## src/rtl/posit_pkg.sv

```systemverilog
// Shared posit constants, batch framing parameters and FSM state type for the
// accumulator front end.
package posit_pkg;

    localparam int N     = 32;
    localparam int es    = 2;
    localparam int BATCH = 8;

    localparam int IDX_W = $clog2(BATCH);
    // One extra bit so a full group (cnt == BATCH) is representable.
    localparam int CNT_W = IDX_W + 1;

    typedef logic [N-1:0] posit_t;

    localparam posit_t POSIT_ZERO = '0;
    localparam posit_t POSIT_NAR  = {1'b1, {(N-1){1'b0}}};

    localparam logic [CNT_W-1:0] CNT_LAST = CNT_W'(BATCH - 1);
    localparam logic [IDX_W-1:0] K_LAST   = IDX_W'(BATCH - 1);

    typedef enum logic [1:0] {
        FILL,
        ISSUE,
        WAIT,
        OUT
    } batch_state_t;

    // Terms at or beyond the group length read as posit zero.
    function automatic posit_t mask_term(input posit_t term, input logic keep);
        return keep ? term : POSIT_ZERO;
    endfunction

endpackage

```

## src/rtl/posit_accum_batcher_if.sv

```systemverilog
// Bundles the term input stream, the accumulator drive/return bus and the
// result output stream of the batcher.
interface posit_accum_batcher_if
    import posit_pkg::*;
();

    logic                 s_valid;
    logic                 s_ready;
    posit_t               s_data;
    logic                 s_last;

    posit_t               acc_in;
    logic                 acc_start;
    posit_t               acc_result;
    logic                 acc_inf;
    logic                 acc_zero;
    logic                 acc_done;

    logic                 m_valid;
    logic                 m_ready;
    posit_t               m_result;
    logic                 m_inf;
    logic                 m_zero;
    logic [CNT_W-1:0]     m_count;

    // Batcher side.
    modport master (
        input  s_valid, s_data, s_last,
        output s_ready,
        output acc_in, acc_start,
        input  acc_result, acc_inf, acc_zero, acc_done,
        output m_valid, m_result, m_inf, m_zero, m_count,
        input  m_ready
    );

    // Environment side: term source, accumulator and result sink.
    modport slave (
        output s_valid, s_data, s_last,
        input  s_ready,
        input  acc_in, acc_start,
        output acc_result, acc_inf, acc_zero, acc_done,
        input  m_valid, m_result, m_inf, m_zero, m_count,
        output m_ready
    );

endinterface

```

## src/rtl/posit_batch_buf.sv

```systemverilog
// Eight-entry term store: indexed write while filling, indexed read masked so
// that slots at or past the group length return posit zero.
module posit_batch_buf
    import posit_pkg::*;
(
    input  logic             clk,
    input  logic             we,
    input  logic [IDX_W-1:0] waddr,
    input  posit_t           wdata,
    input  logic [IDX_W-1:0] raddr,
    input  logic [CNT_W-1:0] cnt,
    output posit_t           rdata
);

    posit_t mem [BATCH];

    // NOTE: the storage array has no reset; stale slots from an earlier group
    // are hidden by the cnt mask on read, so clearing them would buy nothing.
    always_ff @(posedge clk) begin
        if (we) begin
            mem[waddr] <= wdata;
        end
    end

    assign rdata = mask_term(mem[raddr], ({1'b0, raddr} < cnt));

endmodule

```

## src/rtl/posit_accum_batcher.sv

```systemverilog
// Frames a posit term stream into zero-padded batches of eight, drives them
// into the accumulator back to back and returns the captured result.
module posit_accum_batcher
    import posit_pkg::*;
(
    input  logic                  clk,
    input  logic                  rst,
    posit_accum_batcher_if.master bus
);

    batch_state_t       state;
    logic [CNT_W-1:0]   cnt;
    logic [IDX_W-1:0]   k;

    logic               s_ready_q;
    logic               acc_start_q;
    logic               m_valid_q;
    posit_t             m_result_q;
    logic               m_inf_q;
    logic               m_zero_q;
    logic [CNT_W-1:0]   m_count_q;

    posit_t             rd_term;
    logic               accept;
    logic               group_close;

    assign accept      = bus.s_valid && s_ready_q && (state == FILL);
    assign group_close = accept && (bus.s_last || (cnt == CNT_LAST));

    posit_batch_buf u_buf (
        .clk   (clk),
        .we    (accept),
        .waddr (cnt[IDX_W-1:0]),
        .wdata (bus.s_data),
        .raddr (k),
        .cnt   (cnt),
        .rdata (rd_term)
    );

    always_ff @(posedge clk or posedge rst) begin
        if (rst) begin
            state       <= FILL;
            cnt         <= '0;
            k           <= '0;
            s_ready_q   <= 1'b0;
            acc_start_q <= 1'b0;
            m_valid_q   <= 1'b0;
            m_result_q  <= POSIT_ZERO;
            m_inf_q     <= 1'b0;
            m_zero_q    <= 1'b0;
            m_count_q   <= '0;
        end else begin
            // NOTE: all state here updates with <= so every branch sees the
            // pre-edge values of cnt, k and state regardless of statement order.
            unique case (state)
                FILL: begin
                    s_ready_q <= 1'b1;
                    if (accept) begin
                        cnt <= cnt + 1'b1;
                        if (group_close) begin
                            state       <= ISSUE;
                            k           <= '0;
                            s_ready_q   <= 1'b0;
                            acc_start_q <= 1'b1;
                        end
                    end
                end

                ISSUE: begin
                    if (k == K_LAST) begin
                        state       <= WAIT;
                        k           <= '0;
                        acc_start_q <= 1'b0;
                    end else begin
                        k <= k + 1'b1;
                    end
                end

                // Only a done seen here belongs to the batch just issued.
                WAIT: begin
                    if (bus.acc_done) begin
                        m_result_q <= bus.acc_result;
                        m_inf_q    <= bus.acc_inf;
                        m_zero_q   <= bus.acc_zero;
                        m_count_q  <= cnt;
                        m_valid_q  <= 1'b1;
                        state      <= OUT;
                    end
                end

                OUT: begin
                    if (bus.m_ready) begin
                        m_valid_q <= 1'b0;
                        cnt       <= '0;
                        s_ready_q <= 1'b1;
                        state     <= FILL;
                    end
                end

                default: begin
                    state <= FILL;
                end
            endcase
        end
    end

    assign bus.s_ready   = s_ready_q;
    assign bus.acc_start = acc_start_q;
    // Gating by the registered strobe keeps acc_in at zero outside ISSUE and
    // lets it fall with acc_start when reset hits mid-batch.
    assign bus.acc_in    = acc_start_q ? rd_term : POSIT_ZERO;
    assign bus.m_valid   = m_valid_q;
    assign bus.m_result  = m_result_q;
    assign bus.m_inf     = m_inf_q;
    assign bus.m_zero    = m_zero_q;
    assign bus.m_count   = m_count_q;

endmodule

```

## src/flat_wrapper.sv

```systemverilog
// flat-port wrapper written by rule: the top's interface ports become plain ports
module posit_accum_batcher_flat import posit_pkg::*;
  (clk, rst, bus_s_valid, bus_s_data, bus_s_last, bus_s_ready, bus_acc_in, bus_acc_start, bus_acc_result, bus_acc_inf, bus_acc_zero, bus_acc_done, bus_m_valid, bus_m_result, bus_m_inf, bus_m_zero, bus_m_count, bus_m_ready);
  posit_accum_batcher_if bus_i ();
  input  logic clk;
  input  logic rst;
  input wire logic [$bits(bus_i.s_valid)-1:0] bus_s_valid;
  input wire logic [$bits(bus_i.s_data)-1:0] bus_s_data;
  input wire logic [$bits(bus_i.s_last)-1:0] bus_s_last;
  output wire logic [$bits(bus_i.s_ready)-1:0] bus_s_ready;
  output wire logic [$bits(bus_i.acc_in)-1:0] bus_acc_in;
  output wire logic [$bits(bus_i.acc_start)-1:0] bus_acc_start;
  input wire logic [$bits(bus_i.acc_result)-1:0] bus_acc_result;
  input wire logic [$bits(bus_i.acc_inf)-1:0] bus_acc_inf;
  input wire logic [$bits(bus_i.acc_zero)-1:0] bus_acc_zero;
  input wire logic [$bits(bus_i.acc_done)-1:0] bus_acc_done;
  output wire logic [$bits(bus_i.m_valid)-1:0] bus_m_valid;
  output wire logic [$bits(bus_i.m_result)-1:0] bus_m_result;
  output wire logic [$bits(bus_i.m_inf)-1:0] bus_m_inf;
  output wire logic [$bits(bus_i.m_zero)-1:0] bus_m_zero;
  output wire logic [$bits(bus_i.m_count)-1:0] bus_m_count;
  input wire logic [$bits(bus_i.m_ready)-1:0] bus_m_ready;
  assign bus_i.s_valid = bus_s_valid;
  assign bus_i.s_data = bus_s_data;
  assign bus_i.s_last = bus_s_last;
  assign bus_s_ready = bus_i.s_ready;
  assign bus_acc_in = bus_i.acc_in;
  assign bus_acc_start = bus_i.acc_start;
  assign bus_i.acc_result = bus_acc_result;
  assign bus_i.acc_inf = bus_acc_inf;
  assign bus_i.acc_zero = bus_acc_zero;
  assign bus_i.acc_done = bus_acc_done;
  assign bus_m_valid = bus_i.m_valid;
  assign bus_m_result = bus_i.m_result;
  assign bus_m_inf = bus_i.m_inf;
  assign bus_m_zero = bus_i.m_zero;
  assign bus_m_count = bus_i.m_count;
  assign bus_i.m_ready = bus_m_ready;
  posit_accum_batcher u_core (.clk(clk), .rst(rst), .bus(bus_i));
endmodule
```

## config.mk

```make
export PLATFORM = sky130hd
export DESIGN_NAME = posit_accum_batcher_flat
export DESIGN_NICKNAME = d
export VERILOG_FILES = /design/src/rtl/posit_pkg.sv /design/src/rtl/posit_accum_batcher_if.sv /design/src/rtl/posit_batch_buf.sv /design/src/rtl/posit_accum_batcher.sv /design/src/flat_wrapper.sv
export SDC_FILE = /design/constraint.sdc
export NUM_CORES = 1
export LEC_CHECK = 0
export BUFFER_PORTS_ARGS = -buffer_cell sky130_fd_sc_hd__buf_2
export CORE_AREA = 2 2 181 139
export CTS_CLUSTER_DIAMETER = 120
export DETAILED_ROUTE_END_ITERATION = 10
export DIE_AREA = 0 0 183 141
export MAX_ROUTING_LAYER = met4
export PLACE_DENSITY = 0.71
export REMOVE_ABC_BUFFERS = 1
export SLEW_MARGIN = 5
export SYNTH_ARGS = -nofsm -noshare
export SYNTH_HDL_FRONTEND = slang
export SYNTH_SLANG_ARGS = --single-unit
```

## constraint.sdc

```tcl
create_clock -name clk -period 3.77 [get_ports clk]
set_input_delay 1.131 -clock clk [delete_from_list [all_inputs] [get_ports clk]]
set_output_delay 1.131 -clock clk [all_outputs]
set_load 0.1 [all_outputs]
```

# Word level (Yosys, flattened, before mapping)
# Memories as Yosys holds them, arrays and structs flattened.
# Cells that the tools add are included.
# classes
add_sub_neg,2
multipliers,0
div,0
n_lt_le_gt_ge,1
eq_ne,10
n_shift,0
muxes,28
bitwise,0
reduce_logical,15
# op_table
op,n
$mux W32,2
$mux W1,10
$mux W2,5
$mux W3,3
$reduce_and A3 Y1,3
$mux W4,2
$pmux W2 S4,1
$pmux W4 S2,1
$ne A2 B1 Y1 const B,3
$pmux W1 S2,3
$pmux W3 S2,1
$reduce_bool A2 Y1,3
$reduce_and A5 Y1,1
$add A4 B1 Y4 const B,1
$eq A2 B2 Y1 const B,2
$eq A4 B3 Y1 const B,1
$lt A3 B4 Y1,1
$ne A2 B2 Y1 const B,2
$reduce_and A2 Y1,2
$reduce_and A4 Y1,1
$add A3 B1 Y3 const B,1
$eq A3 B3 Y1 const B,1
$logic_and A1 B1 Y1,3
$eq A2 B1 Y1 const B,1
2 further kinds,2
# totals
regBits,50
latchBits,0
ram_bits,256
mem_bits_ro,0
word_cells,67
mem_count,1
# mem_list
memory,depth,width,read_ports,rd_ports_with_merged_regs,wr,line,source
u_core.u_buf.mem,8,32,1,0,1,posit_batch_buf.sv:15,posit_t mem [BATCH];

# Logic depth before layout (Yosys ltp)
# Gate-level depths: netlist (run 1).
# logic_depth
ltp_word,6
ltp_mapped,8
mapped_depth_nobuf,6

# Modules after synthesis
# Synthesis (run 1) repeated with hierarchy kept, for this count alone.
# hier_totals
hier_cells,732
hier_area_um2,12379.4
# by_module_without_submodules
mod,instances,cells_per_inst,area_per_inst_um2,seq_area_each_um2
posit_batch_buf,1,537,10020.9,7687.4
posit_accum_batcher,1,195,2358.5,1251.2

# Least setup slack after synthesis (run 1)
# No wires, ideal clock.
# synth_path
path_kind,reg2out
start,register u_core.cnt[2]
end,output bus_acc_in[0]
t_arrival_ps,3381
required_ps,2639
setup_slack_ps,-742
path_stages_with_launch,8
path_cell_list,dfrtp_1 buf_2 inv_1 ha_1 a21o_1 a31oi_1 o21ai_1 nor3_1
# synth_via
elab_chain_len,3
# synth_rtl
item,line,source
"start, declared",posit_accum_batcher.sv:12,logic [CNT_W-1:0] cnt;
"start signal, assigned",posit_accum_batcher.sv:59,cnt <= cnt + 1'b1;
$lt A3 B4 Y1,posit_batch_buf.sv:25,"assign rdata = mask_term(mem[raddr], ({1'b0, raddr} < cnt));"
$mux W32,posit_pkg.sv:30,return keep ? term : POSIT_ZERO;
$mux W32,posit_accum_batcher.sv:111,assign bus.acc_in = acc_start_q ? rd_term : POSIT_ZERO;
"end, declared",flat_wrapper.sv:11,output wire logic [$bits(bus_i.acc_in)-1:0] bus_acc_in;
# Every way passes these cells.

# Worst setup path after layout (run 1)
# layout_path
start,register u_core.k[0]
end,output bus_acc_in[28]
# layout_via
elab_chain_len,3
# layout_rtl
item,line,source
"start, declared",posit_accum_batcher.sv:13,logic [IDX_W-1:0] k;
"start signal, assigned",posit_accum_batcher.sv:75,k <= k + 1'b1;
$mem_v2 Z8 W32 or $lt A3 B4 Y1 (tied branches),n/a,
$mux W32 (*),posit_pkg.sv:30,
$mux W32 (*),posit_accum_batcher.sv:111,
# Every way passes the cells marked *; elsewhere a longest branch is shown, timed or not.

==> summary.md, run 1 <==
| Metric | Value |
|---|---|
| Post-layout util | `61.4%` |
| Critical Path AT | `2.56 ns` |
| Startpoint Class | `flip-flop` |
| GR Overflow Total | `0` |
| Primary FF master, synth | `edfxtp_1` |
| WP data required | `2.64 ns` |
| Routed vias/inst | `5.54` |
| Tcrit/Tclk final | `97.9%` |
| Clock root cell | `clkbuf_16` |
| Total GRT Usage | `19.5%` |
| Initial antenna violation count | `1` |
| Crit end category | `output port` |
| Pre-antenna DRT Iters | `5` |
| Kind of critical path | `flip-flop to output port` |
| Longest Clk Path Bufs | `3` |
| Most common cell after layout, fill and taps aside | `edfxtp_1` |
| TritonCTS Sinks | `306` |
| Hold WC Path Type | `flip-flop to flip-flop` |
| Synth warn | `0` |
| Avg WL per Cell | `20.3 um` |
| Nets | `937` |
| CTS tree | `yes` |
| Routed Antenna Nets | `0` |
| Final Max Tran Viols | `0` |
| Max cap viols | `0` |
| Initial drt markers | `550` |
| Peak Freq | `0.271 GHz` |
| DRC errors left | `0` |
| Worst-path maximum fanout | `55` |
| WHS Endpoint | `u_core.bus.m_result[14]$_DFFE_PP0P_` |
| Core Footprint | `0.0243 mm^2` |
| Boundary pin count | `145` |
| Via count | `6601` |
| Post-synth ARST share | `16.3%` |
| EDFF count, synth | `256` |
| Cell count of the worst reg-to-reg path | `6` |
| Endpoints failing setup | `0` |
| Worst-Margin Slew | `0.783 ns` |
| Mapped Avg Cell Area | `17.7 um^2` |
| Clk_lat worst skew | `0.54 ns` |
| Hold Path Origin | `u_core.bus.m_result[14]$_DFFE_PP0P_` |
| Hold depth | `1` |
| Reg-to-Reg End | `u_core.u_buf.mem[4][13]$_DFFE_PP_` |
| Reg-to-reg setup timing slack | `1.18 ns` |
| Area grow syn2layout | `20.9%` |
| H-tree Lvls | `1` |
| Final Hold Vio Count | `0` |
| Overall die width | `183 um` |
| Detailed Place HPWL | `14800 um` |
| Largest net degree at the start of global routing | `67` |
| Yosys reg bits | `306` |
| Run status | `complete, no violations` |
| Number of global-route vias before repair | `6753` |
| Min Clock Period, post-route | `3.69 ns` |
| Chip Height | `141 um` |
| Most frequent cells in the layout | `edfxtp_1, buf_2, mux2_1, mux2i_1, dfrtp_1` |
| Die area | `0.0258 mm^2` |
| Buffers on Ports | `144` |
| Reg2reg start | `u_core.state[0]$_DFFE_PP0P_` |
| First-pass GRT wire length | `37800 um` |
| Post-Synthesis Cells | `695` |
| Hold_buf cts | `0` |
| Synth cell types | `42` |
| Sequential-to-total area share from yosys stat | `72.5%` |
| Routed WL | `24200 um` |
| CTS buffer count | `29` |
| Synthesized area | `0.0123 mm^2` |
| Initial Util | `50.8%` |
| Placer Congestion | `0.734` |
| Relative slew slack | `47.8%` |
| Worst-path clk slew | `0.06 ns` |
| Clk_skew | `0.0141 ns` |
| Layout cells sized above 1 | `33.9%` |
| Num rows | `50` |
-- cell usage after synthesis, types with 10 or more instances --
cell type	n	area [um^2]
mux2_1	66	743
buf_2	10	50.1
edfxtp_1	256	7690
nor3_2	30	300
dfrtp_1	50	1250
nand2_1	14	52.6
clkbuf_1	17	63.8
a22o_1	32	280
mux2i_1	64	641
o22ai_1	32	200
mux2_2	35	394
-- logic make-up (layout without fill, tap and decap cells) --
family	Yosys count	after routing	synth area share, %
flops	306	306	72.5
mux	165	165	14.4
compound gates	93	93	5.58
simple gates	73	73	4.20
buf+inv	49	233	2.39
fa+ha+maj	9	9	0.913
other cells	0	1	0
-- state kept, by name, summed over array words and instances (netlist names) --
register	cells
u_core.bus.m_zero	1
u_core.bus.m_result	32
u_core.bus.acc_start	1
u_core.u_buf.mem	256
u_core.bus.m_count	4
u_core.cnt	4
u_core.bus.m_valid	1
u_core.bus.m_inf	1
u_core.state	2
u_core.k	3
u_core.bus.s_ready	1
-- layer usage --
layer  up-vias  part of all wire, %  GRT usage (%)
li1       3050                    -              -
met1      3332                   46           27.1
met2       182                   47           30.9
met3        37                  4.6           2.58
met4         0                  2.0           5.05
met5         -                    0              -
-- what timing repair did --
action / 4_1_cts / 5_1_grt
buffers inserted: 0 / 3
endpoints found under the hold margin: 0 / 0
endpoints found under the setup margin: 31 / 32
pin swaps: 1 / 1
gates resized for setup: 34 / 15
-- worst max path at each step --
| stage | start | end | slack, ns | cells past startpoint |
|---|---|---|---|---|
| final | u_core.k[0]$_DFFE_PP0P_ | bus_acc_in[28] | 0.08 | 5 |
| after global routing | u_core.k[0]$_DFFE_PP0P_ | bus_acc_in[31] | -0.01 | 5 |
| after CTS | u_core.k[2]$_DFFE_PP0P_ | bus_acc_in[3] | -0.004 | 7 |
| after detailed placement | u_core.k[2]$_DFFE_PP0P_ | bus_acc_in[21] | 0.38 | 7 |
| after global placement | u_core.k[2]$_DFFE_PP0P_ | bus_acc_in[21] | 0.42 | 7 |
| after floorplan | u_core.k[0]$_DFFE_PP0P_ | bus_acc_in[0] | -4.56 | 4 |
-- layout make-up --
type	count	area, um^2
diodes	1	2.50
clock buffers	41	812
clock inverters	13	113
fillers	1774	9370
inverters	8	31.3
multi-input cells	340	3280
flip-flops and latches	306	8940
well taps	312	390
repair buffers	171	1330
-- worst max-delay path, cell delays in order, from the launching register on --
cell and delay, ns:
dfrtp_4 0.59, buf_12 0.36, mux2_2 0.38, o22ai_1 0.40, nor3_4 0.08, buf_12 0.18
-- metrics by stage --
step	cells	setup WS (ns)	instance area [um^2]	TNS, ns	hold slack (ns)
floorplan	654	-4.56	12100	-157.05	0.471
global placement	1134	0.423	13700	0	0.468
detailed placement	1134	0.382	13700	0	0.475
CTS	1188	-0.00363	14800	-0.00890	0.489
global route	1192	-0.0106	14900	-0.0226	0.497
finish	1192	0.0796	14900	0	0.483
Power of run 1 is not shown: default switching activity piles up to over one toggle a cycle in this logic, so the estimate is an artifact.
==> run 2, diff against run 1 <==
Settings changed: CORE_AREA 2 2 181 139 to 2 2 182 139, DIE_AREA 0 0 183 141 to 0 0 184 141, SYNTH_HIERARCHICAL set to 1.
==> run 2 against run 1 <==
Global-route usage grew 1.2 points. Count of clock-buffer cells in the layout rose by 5. Critical path depth rose by 2. Core utilization decreased by 0.21 points. Largest cell class unchanged.
==> summary.md, run 2 <==
| Metric | Value |
|---|---|
| EDFF count, synth | `256` |
| Mapped Avg Cell Area | `16.9 um^2` |
| Tcrit/Tclk final | `98.4%` |
| Nets | `981` |
| Core Footprint | `0.0244 mm^2` |
| Layout cells sized above 1 | `31.7%` |
| Worst path cell trace | `buf_4, buf_16, mux2i_1, a22oi_1, and3_1, and2_4, buf_12` |
| First-pass GRT wire length | `39600 um` |
| Detailed Place HPWL | `13500 um` |
| Worst-Margin Slew | `0.739 ns` |
| WP data required | `2.64 ns` |
| Routed vias/inst | `5.62` |
| Total GRT Usage | `20.7%` |
| H-tree Lvls | `1` |
| Clk_skew | `0.0121 ns` |
| Max cap viols | `0` |
| Routed Antenna Nets | `0` |
| RSZ-0062 raised after global routing | `false` |
| Buffers on Ports | `144` |
| Number of global-route vias before repair | `6912` |
| Sequential-to-total area share from yosys stat | `72.2%` |
| Hold WC Path Type | `flip-flop to flip-flop` |
| TritonCTS Sinks | `306` |
| Peak Freq | `0.270 GHz` |
| Post-synth ARST share | `16.3%` |
| Clock root cell | `clkbuf_16` |
| Endpoints failing setup | `0` |
| Via count | `6949` |
| Chip Height | `141 um` |
| TNS Setup | `0 ns` |
| Longest Clk Path Bufs | `3` |
| Relative slew slack | `50.7%` |
| Die area | `0.0259 mm^2` |
| Slowest cell delay on critical path | `0.49 ns` |
| Routed WL | `25700 um` |
| Area contributors post-synth | `edfxtp_1, mux2i_1, dfrtp_1` |
| CP bufs+invs | `3` |
| CTS tree | `yes` |
| DRC errors left | `0` |
| DP Worst Slack | `0.365 ns` |
| Final worst slack | `0.0616 ns` |
| Synthesized area | `0.0124 mm^2` |
| Num rows | `50` |
| Count leader, synth | `edfxtp_1` |
| Top delay family on crit path | `buffers and inverters` |
| Boundary pin count | `145` |
| Most area-hungry cell type in the Yosys netlist | `edfxtp_1` |
| Startpoint Class | `flip-flop` |
| Worst-path maximum fanout | `49` |
| Pre-antenna DRT Iters | `5` |
| Post-Synthesis Cells | `732` |
| Final Hold Vio Count | `0` |
| CTS buffer count | `30` |
| Crit end category | `output port` |
| Share of the synthesized area in the top cell type | `62.1%` |
| Initial Util | `50.7%` |
| Initial antenna violation count | `2` |
| FILL cells | `1809` |
| Initial drt markers | `487` |
| Avg WL per Cell | `20.8 um` |
| Yosys reg bits | `306` |
| Placer Congestion | `0.773` |
| Primary FF master, synth | `edfxtp_1` |
| Synth warn | `6` |
| Critical Path AT | `2.58 ns` |
| Kind of critical path | `flip-flop to output port` |
| Clk_lat worst skew | `0.55 ns` |
| GR Overflow Total | `0` |
| Top cells by count, synth | `edfxtp_1, mux2i_1, a22oi_1, dfrtp_1, mux2_2` |
| Most common cell after layout, fill and taps aside | `edfxtp_1` |
| Final hold slack | `0.497 ns` |
| Overall die width | `184 um` |
| CP max stage cell | `dfrtp_4` |
| Min Clock Period, post-route | `3.71 ns` |
| Largest net degree at the start of global routing | `50` |
| Most frequent cells in the layout | `edfxtp_1, mux2i_1, buf_2, a22oi_1, dfrtp_1` |
| Synth cell types | `32` |
| Final Max Tran Viols | `0` |
| Most flops, register | `u_core/u_buf/mem` |
| Max reg flops | `256` |
| Worst-path clk slew | `0.06 ns` |
| Area grow syn2layout | `20.6%` |
| Run status | `complete, no violations` |
[run 2: cells by family (layout without fill, tap and decap cells)]
family,after synthesis,in the layout,synth area share (%)
AO/OA/AOI/OAI,92,92,5.27
adder cells (fa/ha/maj),10,10,1.01
buffers and inverters,49,238,2.45
flip-flops,306,306,72.2
multiplexers,167,167,13.9
other,0,1,0
AND/OR/NAND/NOR,108,110,5.17
[run 2: final timing paths]
kind	startpoint	end	slack [ns]	cells past startpoint
max in group asynchronous	rst	u_core/bus.m_result[21]$_DFFE_PP0P_	2.34	3
min in group asynchronous	rst	u_core/bus.m_result[9]$_DFFE_PP0P_	0.71	2
worst min register to register	u_core/bus.m_result[14]$_DFFE_PP0P_	u_core/bus.m_result[14]$_DFFE_PP0P_	0.50	1
worst max-delay path	u_core/k[1]$_DFFE_PP0P_	bus_acc_in[23]	0.06	7
worst max register to register	u_core/state[0]$_DFFE_PP0P_	u_core/u_buf/mem[2][20]$_DFFE_PP_	1.22	6
worst min-delay path	u_core/bus.m_result[14]$_DFFE_PP0P_	u_core/bus.m_result[14]$_DFFE_PP0P_	0.50	1
[run 2: repair_timing]
action / in CTS / in global routing
endpoints found under the hold margin: 0 / 0
setup endpoints to repair: 32 / 32
buffers inserted: 3 / 4
gates cloned: 3 / 0
hold buffers: 0 / 0
gates resized for setup: 98 / 6
pin swaps: 3 / 2
[run 2: cell type report]
class                   instances  area (um^2)  share of cell area, %
repair buffers                174         1300                   8.72
diodes                          1         2.50                 0.0168
well taps                     312          390                   2.61
inverters                       8         30.0                  0.201
clock buffers                  46          882                   5.91
multi-input cells             379         3280                   22.0
flip-flops and latches        306         8940                   59.9
clock inverters                10         97.6                  0.654
[run 2: per-layer routing]
metal	part of all wire [%]	track usage (%)
met1	45	28.6
met3	4.7	3.10
met4	2.0	5.43
met2	48	32.6
met5	0	-
[run 2: metrics by stage]
stage                     instance area [um^2]  util (%)  cells
final                                    14900      61.2   1236
after global routing                     14900      61.2   1236
after CTS                                14900      61.0   1232
after detailed placement                 13500      55.3   1170
after global placement                   13500      55.3   1170
after floorplan                          12100         -    691
Power of run 2 is left out for the same reason.
==> run 3, diff against run 2 <==
Settings changed: SETUP_SLACK_MARGIN set to 0.4.
==> run 3 against run 2 <==
Hold slack improved by 0.00051 ns. Die area unchanged. Clock skew fell by 0.0022 ns. Count of clock-buffer cells in the layout stayed put. Register-to-register slack barely moved. Critical path depth grew 1. Design area grew 3.1%. Sequential cell count unchanged. Via count up 0.45%.
==> summary.md, run 3 (synthesis results as in run 2) <==
| Metric | Value |
|---|---|
| Run status | `complete, no violations` |
| Number of global-route vias before repair | `6955` |
| Placer Congestion | `0.773` |
| Routed vias/inst | `5.64` |
| Buffers on Ports | `144` |
| Placed Area | `0.0135 mm^2` |
| Final worst slack | `0.0500 ns` |
| Initial drt markers | `471` |
| CTS tree | `yes` |
| Pre-antenna DRT Iters | `5` |
| Most common cell after layout, fill and taps aside | `edfxtp_1` |
| Initial Util | `50.7%` |
| Clk_skew | `0.00985 ns` |
| Nets | `983` |
| Area grow syn2layout | `24.3%` |
| Hold depth | `1` |
| Post-route cell area | `0.0154 mm^2` |
| Layout cells sized above 1 | `36.6%` |
| Via count | `6980` |
| TritonCTS Sinks | `306` |
| DP Worst Slack | `0.365 ns` |
| Cell count of the worst reg-to-reg path | `6` |
| Min Clock Period, post-route | `3.72 ns` |
| Largest net degree at the start of global routing | `50` |
| Max cap viols | `0` |
| RSZ-0062 raised after global routing | `true` |
| Endpoints failing setup | `0` |
| Critical Path AT | `2.59 ns` |
| DRC errors left | `0` |
| Num rows | `50` |
| Crit end category | `output port` |
| First-pass GRT wire length | `39800 um` |
| Final Max Tran Viols | `0` |
| Max reg flops | `256` |
| Worst-Margin Slew | `0.739 ns` |
| Clock root cell | `clkbuf_16` |
| Worst-path clk slew | `0.06 ns` |
| Kind of critical path | `flip-flop to output port` |
| Total GRT Usage | `20.8%` |
| Boundary pin count | `145` |
| Longest Clk Path Bufs | `3` |
| Worst-path maximum fanout | `6` |
| Core Footprint | `0.0244 mm^2` |
| Chip Height | `141 um` |
| Final hold slack | `0.497 ns` |
| Clk_lat worst skew | `0.55 ns` |
| Final Hold Vio Count | `0` |
| CTS buffer count | `30` |
| WP data required | `2.64 ns` |
| Detailed Place HPWL | `13500 um` |
| Relative slew slack | `50.7%` |
| Tcrit/Tclk final | `98.7%` |
| Die area | `0.0259 mm^2` |
| Overall die width | `184 um` |
| Hold WC Path Type | `flip-flop to flip-flop` |
| Peak Freq | `0.269 GHz` |
| Most flops, register | `u_core/u_buf/mem` |
| Avg WL per Cell | `21.5 um` |
| Routed Antenna Nets | `0` |
| Startpoint Class | `flip-flop` |
| TNS Setup | `0 ns` |
| Initial antenna violation count | `1` |
| Routed WL | `26600 um` |
| H-tree Lvls | `1` |
| Most frequent cells in the layout | `edfxtp_1, mux2i_1, buf_2, a22oi_1, dfrtp_1` |
| GR Overflow Total | `0` |
## run 3: timing repair
item	CTS	global route
gates resized for setup	159	42
pin swaps	4	8
setup buffers	4	1
endpoints found under the setup margin	32	32
gates cloned	3	3
hold buffers	0	0
## run 3: metrics by stage
stage | std cells | util [%]
after detailed placement | 1170 | 55.3
after global placement | 1170 | 55.3
after CTS | 1233 | 62.1
after global routing | 1238 | 63.1
final | 1238 | 63.1
after floorplan | 691 | -
## run 3: critical path, stage by stage, from the launching register on
cell and delay, ns:
dfrtp_4 0.49, ha_4 0.28, a211oi_4 0.05, buf_6 0.13, or3_4 0.45, buf_12 0.17, and3_4 0.14, and2_4 0.16
buf_12 0.16
## run 3: worst paths after layout
kind	start	end	slack, ns
worst max-delay path	u_core/k[1]$_DFFE_PP0P_	bus_acc_in[23]	0.05
worst min-delay path	u_core/bus.m_result[27]$_DFFE_PP0P_	u_core/bus.m_result[27]$_DFFE_PP0P_	0.50
worst max register to register	u_core/state[0]$_DFFE_PP0P_	u_core/u_buf/mem[2][31]$_DFFE_PP_	1.22
worst min register to register	u_core/bus.m_result[27]$_DFFE_PP0P_	u_core/bus.m_result[27]$_DFFE_PP0P_	0.50
max in group asynchronous	rst	u_core/bus.m_result[21]$_DFFE_PP0P_	2.34
min in group asynchronous	rst	u_core/bus.m_result[9]$_DFFE_PP0P_	0.71
## run 3: per-layer routing
layer  global-route usage [%]  wire, um  up-vias
li1                         -         -     3191
met1                     28.9     11900     3553
met2                     32.5     12800      193
met3                     3.13      1300       43
met4                     5.73       535        0
met5                        -         0        -
## run 3: cell type report
class,instances,area [um^2]
diodes,1,2.50
repair buffers,176,1580
multi-input cells,379,3470
clock inverters,10,97.6
flip-flops and latches,306,8950
clock buffers,46,882
inverters,8,30.0
well taps,312,390
fillers,1735,9000
Power of run 3 is left out for the same reason.
